File: src/rtl/pc_sequencer_pkg.sv
// rtl/pc_sequencer_pkg.sv - shared encodings for the fetch-side program counter sequencer
// Contents: PC_OP_* branch op codes, COND_* jump conditions, FLAG_* bit indices
// into the {Z,N,C,V} status register, sequencer state type, condition evaluator.
package pc_sequencer_pkg;

    localparam logic [2:0] PC_OP_NEXT = 3'd0;
    localparam logic [2:0] PC_OP_JUMP = 3'd1;
    localparam logic [2:0] PC_OP_CALL = 3'd2;
    localparam logic [2:0] PC_OP_RET  = 3'd3;
    localparam logic [2:0] PC_OP_HALT = 3'd4;

    localparam logic [2:0] COND_ALWAYS = 3'd0;
    localparam logic [2:0] COND_EQ     = 3'd1;
    localparam logic [2:0] COND_NE     = 3'd2;
    localparam logic [2:0] COND_GT     = 3'd3;
    localparam logic [2:0] COND_GE     = 3'd4;
    localparam logic [2:0] COND_LT     = 3'd5;
    localparam logic [2:0] COND_LE     = 3'd6;
    localparam logic [2:0] COND_CS     = 3'd7;

    localparam int FLAG_Z = 3;
    localparam int FLAG_N = 2;
    localparam int FLAG_C = 1;
    localparam int FLAG_V = 0;

    typedef enum logic {
        ST_RUN  = 1'b0,
        ST_HALT = 1'b1
    } seq_state_t;

    // Jump condition truth against the registered status flags.
    function automatic logic cond_true(input logic [2:0] c, input logic [3:0] f);
        logic r;
        case (c)
            COND_ALWAYS: r = 1'b1;
            COND_EQ:     r = f[FLAG_Z];
            COND_NE:     r = !f[FLAG_Z];
            COND_GT:     r = !f[FLAG_Z] && !f[FLAG_N];
            COND_GE:     r = !f[FLAG_N];
            COND_LT:     r = f[FLAG_N];
            COND_LE:     r = f[FLAG_N] || f[FLAG_Z];
            default:     r = f[FLAG_C];
        endcase
        return r;
    endfunction

endpackage

File: src/rtl/pc_sequencer_ret_stack.sv
// rtl/pc_sequencer_ret_stack.sv - DEPTH x AW return-address LIFO
// Ports: clk, reset (sync, active-high), push/push_data, pop,
// top (entry at count-1), full, empty, count (occupancy 0..DEPTH).
module ret_stack #(
    parameter int AW    = 8,
    parameter int DEPTH = 4
) (
    input  logic                     clk,
    input  logic                     reset,
    input  logic                     push,
    input  logic [AW-1:0]            push_data,
    input  logic                     pop,
    output logic [AW-1:0]            top,
    output logic                     full,
    output logic                     empty,
    output logic [$clog2(DEPTH):0]   count
);
    localparam int PW = $clog2(DEPTH);

    logic [AW-1:0] mem [DEPTH];
    logic [PW:0]   count_q;
    logic [PW-1:0] wr_idx;
    logic [PW-1:0] top_idx;

    // The low bits of the occupancy address the next free slot; when full
    // they wrap to 0, so count-1 in PW bits still names the topmost entry.
    assign wr_idx  = count_q[PW-1:0];
    assign top_idx = wr_idx - 1'b1;

    assign top   = mem[top_idx];
    assign full  = (count_q == (PW+1)'(DEPTH));
    assign empty = (count_q == '0);
    assign count = count_q;

    always_ff @(posedge clk) begin
        if (reset) begin
            count_q <= '0;
        end else if (push && !full) begin
            count_q <= count_q + 1'b1;
        end else if (pop && !empty) begin
            count_q <= count_q - 1'b1;
        end
    end

    // Contents are don't-care after reset, so the array carries no reset.
    always_ff @(posedge clk) begin
        if (push && !full) begin
            mem[wr_idx] <= push_data;
        end
    end

endmodule

File: src/rtl/pc_sequencer.sv
// rtl/pc_sequencer.sv - program counter with conditional jumps, call/return stack and halt
// Ports: clk, reset (sync, active-high); pc_op, cond, target, alu_z/n/c/v, flag_we,
// stall in; pc, flags {Z,N,C,V}, taken (comb), sp, halted, stack_err (sticky) out.
module pc_sequencer
    import pc_sequencer_pkg::*;
#(
    parameter int AW    = 8,
    parameter int DEPTH = 4
) (
    input  logic                     clk,
    input  logic                     reset,
    input  logic [2:0]               pc_op,
    input  logic [2:0]               cond,
    input  logic [AW-1:0]            target,
    input  logic                     alu_z,
    input  logic                     alu_n,
    input  logic                     alu_c,
    input  logic                     alu_v,
    input  logic                     flag_we,
    input  logic                     stall,
    output logic [AW-1:0]            pc,
    output logic [3:0]               flags,
    output logic                     taken,
    output logic [$clog2(DEPTH):0]   sp,
    output logic                     halted,
    output logic                     stack_err
);
    seq_state_t    state;
    logic [AW-1:0] pc_q;
    logic [3:0]    flags_q;
    logic          stack_err_q;

    logic [AW-1:0] pc_plus1;
    logic [AW-1:0] stk_top;
    logic          stk_full;
    logic          stk_empty;
    logic          active;
    logic          cond_ok;
    logic          do_jump;
    logic          do_push;
    logic          do_pop;
    logic          fault;

    assign pc_plus1 = pc_q + 1'b1;

    always_comb begin
        active  = (state == ST_RUN) && !stall;
        cond_ok = cond_true(cond, flags_q);
        do_jump = active && (pc_op == PC_OP_JUMP) && cond_ok;
        do_push = active && (pc_op == PC_OP_CALL) && !stk_full;
        do_pop  = active && (pc_op == PC_OP_RET) && !stk_empty;
        fault   = active && (((pc_op == PC_OP_CALL) && stk_full) ||
                             ((pc_op == PC_OP_RET) && stk_empty));
        taken   = do_jump || do_push || do_pop;
    end

    ret_stack #(.AW(AW), .DEPTH(DEPTH)) u_ret_stack (
        .clk       (clk),
        .reset     (reset),
        .push      (do_push),
        .push_data (pc_plus1),
        .pop       (do_pop),
        .top       (stk_top),
        .full      (stk_full),
        .empty     (stk_empty),
        .count     (sp)
    );

    always_ff @(posedge clk) begin
        if (reset) begin
            state       <= ST_RUN;
            pc_q        <= '0;
            flags_q     <= '0;
            stack_err_q <= 1'b0;
        end else if (active) begin
            if (flag_we) begin
                flags_q <= {alu_z, alu_n, alu_c, alu_v};
            end
            case (pc_op)
                PC_OP_JUMP: pc_q <= cond_ok ? target : pc_plus1;
                PC_OP_CALL: if (!stk_full)  pc_q <= target;
                PC_OP_RET:  if (!stk_empty) pc_q <= stk_top;
                PC_OP_HALT: pc_q <= pc_q;
                default:    pc_q <= pc_plus1;
            endcase
            // A stack fault freezes the sequencer exactly like an explicit HALT.
            if ((pc_op == PC_OP_HALT) || fault) begin
                state <= ST_HALT;
            end
            if (fault) begin
                stack_err_q <= 1'b1;
            end
        end
    end

    assign pc        = pc_q;
    assign flags     = flags_q;
    assign halted    = (state == ST_HALT);
    assign stack_err = stack_err_q;

endmodule

File: config.mk
export PLATFORM = sky130hd
export DESIGN_NAME = pc_sequencer
export DESIGN_NICKNAME = d
export VERILOG_FILES = /design/src/rtl/pc_sequencer_pkg.sv /design/src/rtl/pc_sequencer_ret_stack.sv /design/src/rtl/pc_sequencer.sv
export SDC_FILE = /design/constraint.sdc
export NUM_CORES = 1
export LEC_CHECK = 0
export CAP_MARGIN = 20
export CORE_MARGIN = 5
export CORE_UTILIZATION = 48
export DETAILED_ROUTE_END_ITERATION = 7
export GPL_TIMING_DRIVEN = 0
export PLACE_DENSITY = 0.77
export SYNTH_ARGS = -nofsm -noshare
export SYNTH_HDL_FRONTEND = slang
export SYNTH_SLANG_ARGS = --single-unit
File: constraint.sdc
create_clock -name clk -period 3.1 [get_ports clk]
set_input_delay 0.775 -clock clk [delete_from_list [all_inputs] [get_ports clk]]
set_output_delay 0.775 -clock clk [all_outputs]
set_load 0.02 [all_outputs]
After elaboration in Yosys (flattened, before gate mapping)
Memory sizes are Yosys's and may differ from the RTL's.
Cells that the tools add are included.
- register bits: 17
- bits in latches: 0
- memory bits (writable): 32
- bits in read-only memories: 0
- input port bits: 22
- output and inout port bits: 18
- logic and storage cells: 64
- memories: 1
- $add $sub $neg: 4
- multipliers: 0
- divide/modulo/power cells: 0
- order comparisons: 0
- equality and inequality tests: 13
- shifts and indexed selects: 0
- multiplexer cells: 9
- bitwise gates (word level): 2
- reduce and logical (&&, ||, !) cells: 30
- memory list (name ; words ; width ; read ports ; clocked after memory_dff ; write ports ; RTL line ; text):
    u_ret_stack.mem ; 4 ; 8 ; 1 ; 0 ; 1 ; pc_sequencer_ret_stack.sv:20 ; logic [AW-1:0] mem [DEPTH];
- operator list (kind ; number):
    case mux 8 bit (4 select lines) ; 1
    two-way mux 8 bit ; 3
    equality test 3 bit, second input constant ; 5
    logical AND 1 bit ; 13
    equality test 3 x 2 -> 1 bit, second input constant ; 4
    adder 8 x 1 -> 8 bit, second input constant ; 1
    case mux 1 bit (7 select lines) ; 1
    equality test 3 x 1 -> 1 bit, second input constant ; 2
    zero test 3 bit ; 2
    two-way mux 3 bit ; 2
    AND reduction 2 bit ; 3
    zero test 1 bit ; 5
    logical OR 1 bit ; 5
    != test 2 bit, second input constant ; 2
    AND reduction 4 bit ; 1
    adder 3 x 1 -> 3 bit, second input constant ; 1
    subtractor 3 x 1 -> 3 bit, second input constant ; 1
    two-way mux 1 bit ; 2
    NOT 1 bit ; 2
    nonzero test 2 bit ; 1
    subtractor 2 x 1 -> 2 bit, second input constant ; 1

Depth between registers and ports, before layout
- depth after elaboration: 7
- mapped depth: 11
- mapped depth without buffers: 10

By module
A second synthesis with hierarchy kept.
- cells, all modules: 226
- area total of the unflattened synthesis: 2645.0 um^2
- by module, submodules not included (module ; times used ; cells each ; area an instance (um^2) ; seq. area each (um^2)):
    ret_stack ; 1 ; 80 ; 1510.2 ; 1021.0
    pc_sequencer ; 1 ; 146 ; 1134.8 ; 280.3

Worst setup path after synthesis
No wires, ideal clock.
- path type: input to register
- start: input pc_op[2]
- end: register u_ret_stack.count_q[2], in the netlist u_ret_stack.count[2]
- setup time: 0.086 ns
- data arrival time: 2.565 ns
- data required time: 3.014 ns
- slack: 0.449 ns
- stages on the path: 11
- buffers on the path: 1
- cell sequence: buf_2 > nor2b_2 > nand2_1 > a211oi_1 > inv_1 > fa_1 > nor2_1 > mux2i_1 > nor2_1 > nor2_1 > a211oi_1
- word-level cells in the longest chain between the ends: 5
- elaborated cells on any way between the ends: 10
- those cells by class: 2 x eq/ne; 1 x mux; 7 x reduce/logical
- ends and longest elaborated chain (element ; RTL line ; text):
    from (decl) ; pc_sequencer.sv:12 ; input logic [2:0] pc_op,
    equality test 3 x 2 -> 1 bit, on equally long branches ; pc_sequencer.sv:50, pc_sequencer.sv:51 ;
    logical AND 1 bit, on equally long branches (2 in a row) ; pc_sequencer.sv:50, pc_sequencer.sv:51 ;
    logical AND 1 bit, on equally long branches ; pc_sequencer_ret_stack.sv:38, pc_sequencer_ret_stack.sv:40 ;
    two-way mux 3 bit or nonzero test 2 bit (tied branches) ; - ;
    to (signal assigned) ; pc_sequencer_ret_stack.sv:39 ; count_q <= count_q + 1'b1;
    to (signal assigned) ; pc_sequencer_ret_stack.sv:41 ; count_q <= count_q - 1'b1;
    to (decl) ; pc_sequencer_ret_stack.sv:21 ; logic [PW:0] count_q;
Parallel ways exist; a longest one is shown, timed or not.
A chain may end at the register's enable or synchronous reset.

Worst setup path in the final report
- start: input stall
- end: output taken
- word-level cells in the longest chain between the ends: 6
- elaborated cells on any way between the ends: 10
- those cells by class: 10 x reduce/logical
- ends and longest elaborated chain (element ; RTL line ; text):
    from (decl) ; pc_sequencer.sv:20 ; input logic stall,
    zero test 1 bit * ; pc_sequencer.sv:47 ; active = (state == ST_RUN) && !stall;
    logical AND 1 bit * ; pc_sequencer.sv:47 ;
    logical AND 1 bit, on equally long branches (2 in a row) ; pc_sequencer.sv:49, pc_sequencer.sv:50 ;
    logical OR 1 bit ; pc_sequencer.sv:54 ; taken = do_jump || do_push || do_pop;
    logical OR 1 bit * ; pc_sequencer.sv:54 ;
    to (decl) ; pc_sequencer.sv:23 ; output logic taken,
Every way passes the cells marked *; elsewhere a longest branch is shown, timed or not.

==> summary.md <==
| Metric | Value |
|---|---|
| Status | finished, final reports clean |
| EDFF count, synth | 32 |
| Hold_buf cts | 0 |
| Post-Synthesis Cell Area | 0.00264 mm2 |
| Pre-CTS WS | -0.662 ns |
| Wirelength, routed | around 6400 um |
| CP max FO | 8 |
| RR Endpoint | pc[3]$_SDFFE_PP0P_ |
| Yosys top cell area share | between 30% and 40% |
| Syn nets | 258 |
| Post-synth top cells | edfxtp_1, nor2_1, dfxtp_1, nand2_1, inv_1 |
| CTS tree | done |
| Hpwl dp | 4490 um |
| RSZ-0062 raised after global routing | false |
| Initial detailed-routing violation count | 160 |
| Die X | 84.1 um |
| Global-route wire length before repair | 10,400 um |
| Syn Inst Count | between 200 and 250 |
| Worst hold slack | 0.505 ns |
| Setup crit end kind | output port |
| Yosys top cell by area | edfxtp_1 |
| FF-to-FF setup slack | 0.36 ns |
| Placed inst area | between 0.003 and 0.004 mm2 |
| Slew Viols, Final | 0 |
| H-tree depth | 2 |
| Nature of the critical path startpoint | primary input |
| Antenna Violating Nets Remaining | 0 |
| Fillers | 463 |
| DRC | 0 |
| Share of layout cells above drive strength 1 | a little under a fifth |
| Clock sinks | roughly 50 |
| CTS buffer count | 5 |
| Die H | 84.1 um |
| Vias per cell | 5.60 |
| Max frequency | 0.344 GHz |
| Via count | 1,955 |
| Async SR Flop Fraction | 0% |
| Largest net degree at the start of global routing | 18 |
| Reg2Reg Depth | 9 |
| Min-delay src | stack_err$_SDFFE_PP0P_ |
| Post-layout min period | 2.90 ns |
| Post-synthesis cell type count | between 50 and 60 |
| All-Layer GR Usage | between 10% and 20% |
| CTS max path bufs | 2 |
| Syn Area/Cell | 11.5 um2 |
| # IOs | 40 |
| WP data arrival | approximately 2.1 ns |
| Starting density of the core | between 40% and 50% |
| WL per Instance | 18.3 um |
| Pre-antenna DRT Iters | 4 |
| Worst slew pin tran | between 0.5 and 0.6 ns |
| MaxCap Viol Count | 0 |
| Pwr dens | 457 mW/mm2 |
| Core area | about 0.0054 mm2 |
| Antenna violations before repair | 0 |
| Max_slew headroom | about three fifths |
| Clk_skew | 0.00425 ns |
| Critical path's largest stage delay | approximately 0.43 ns |
| Vias in the first global route | a little over 2,000 |
| Gpl congestion | 0.870 |
| Hold path endpoint | stack_err$_SDFFE_PP0P_ |
| Root Driver | clkbuf_8 |
| Clk_lat worst skew | 0.31 ns |
| Global route overflow | 0 |
| Yosys warns | 0 |
| Die Area | 0.00707 mm2 |
| Post-route setup slack | 0.197 ns |
| Leakage | 1.11 nW |
| Post-synthesis sequential area ratio | 49.4% |
| CP max-delay cell | clkdlybuf4s50_1 |
| Hold path cells | 2 |
| Post-layout net count | 304 |
| Clock-pin slew on the worst setup and hold paths | ~0.10 ns |
| Crit path required time | 2.32 ns |
| Worst path cell trace | clkdlybuf4s50_1 -> nor2_2 -> nand2_2 -> nor2_4 -> a31o_2 -> buf_2 |
| Final hold violations | 0 |
| Main synth FF type | edfxtp_1 |
| Maximum VDD drop | 0.357 mV |
| Inserted Diodes | 0 |
| Synthesized flop and latch total | 49 |
| Setup CP Type | primary input to output port |
| Most common cell in the netlist | edfxtp_1 |
| Std cell rows | 27 |
| Synth area leaders | edfxtp_1, dfxtp_1, mux4_2 |
| WP buf/inv | 2 |
| Area Overhead vs Synth | 23.4% |
| HP Class | flop to flop |
| Number of port buffers | 36 |
| Tcrit/Tclk final | 93.6% |
| Setup violators final | 0 |
| CP delay by family, top | simple AND/OR/NAND/NOR gates |
| Design area | 0.00325 mm2 |
| Reg2reg start | u_ret_stack.count[0]$_SDFFE_PP0P_ |
==> kinds of logic (layout without fill, tap and decap cells) <==
| family | count (synthesis) | after routing | share of synthesized area, % |
|---|---|---|---|
| multiplexers | 23 | 23 | 13.1 |
| XOR/XNOR | 6 | 6 | 1.99 |
| flip-flops | 49 | 49 | 49.4 |
| AND/OR/NAND/NOR | 76 | 76 | 13.9 |
| AO/OA/AOI/OAI | 47 | 47 | 14.5 |
| buffers and inverters | 23 | 70 | 3.94 |
| adder cells (fa/ha/maj) | 6 | 6 | 3.13 |
==> timing repair <==
item | in CTS | in global routing
setup endpoints to repair | 2 | 2
pin swaps | 1 | 1
setup buffers | 2 | 0
gates resized for setup | 10 | 8
==> metrics by stage <==
step	instances	power [mW]	setup TNS (ns)	utilization [%]
4_1_cts	349	1.49	0	60.1
3_3_place_gp	338	1.01	-4.67	57.1
3_5_place_dp	339	1.01	-1.94	57.4
5_1_grt	349	1.55	0	60.2
2_1_floorplan	230	0.911	0	-
6_report	349	1.49	0	60.2
==> power by group <==
part / leakage, nW / internal (mW) / switching (mW)
Clock: 0.0603 / 0.247 / 0.234
Combinational: 0.623 / 0.122 / 0.146
Sequential: 0.427 / 0.717 / 0.0213
==> area by class of cell <==
type	count	area (um2)	area share (%)
repair buffers	39	374	11.5
flip-flops and latches	49	1300	40.0
clock inverters	3	50.0	1.54
inverters	10	37.5	1.15
well taps	72	90.1	2.77
multi-input cells	158	1260	38.8
clock buffers	5	68.8	2.12
plain buffers	13	68.8	2.12
==> cell usage in the layout (no fill, tap or decap), types with 2 or more instances in the layout <==
cell / count
xor2_1: 3
nor3b_1: 2
clkdlybuf4s50_1: 32
a211oi_1: 4
mux2i_1: 8
mux4_2: 8
o22ai_1: 2
a21oi_1: 8
o21ai_0: 8
or2_2: 2
clkbuf_1: 5
a21boi_0: 5
inv_1: 10
clkbuf_8: 5
a311oi_1: 2
buf_2: 5
edfxtp_1: 32
buf_4: 5
nand3_1: 4
nand2b_1: 5
xnor2_1: 3
nor2_1: 25
mux2_2: 4
nor3_1: 4
and2_1: 7
a31oi_1: 3
a221oi_2: 2
nor2b_1: 2
dfxtp_1: 17
ha_1: 5
mux2_4: 2
nand2_1: 16
==> sequential cells by signal (all words and copies together) (netlist names) <==
name	flops
u_ret_stack.count	3
flags	4
pc	8
halted	1
stack_err	1
u_ret_stack.mem	32
==> metal layers <==
layer	GRT usage, %	part of all wire, %	routed length, um	vias to the layer above
li1	-	-	-	938
met2	31.8	51	3270	63
met1	23.5	42	2710	948
met5	0	0	0	-
met3	4.74	5.7	367	6
met4	5.70	0.86	55	0
==> worst max path at each step <==
stage,start,end,slack (ns),depth (start not counted)
2_1_floorplan,pc_op[2],u_ret_stack.count[2]$_SDFFE_PP0P_,0.45,11
4_1_cts,cond[1],taken,0.01,6
5_1_grt,stall,u_ret_stack.count[2]$_SDFFE_PP0P_,0.06,11
6_report,stall,taken,0.20,6
3_5_place_dp,cond[1],taken,-0.66,6
3_3_place_gp,cond[1],taken,-0.64,6
==> tightest hold or removal path, delay by kind of cell, from the launching register on <==
family | cells | cell delay (ns)
AND/OR/NAND/NOR | 1 | 0.08
AO/OA/AOI/OAI | 1 | 0.05
flip-flops | 1 | 0.35
No activity file was read; power rests on OpenSTA's default activity.
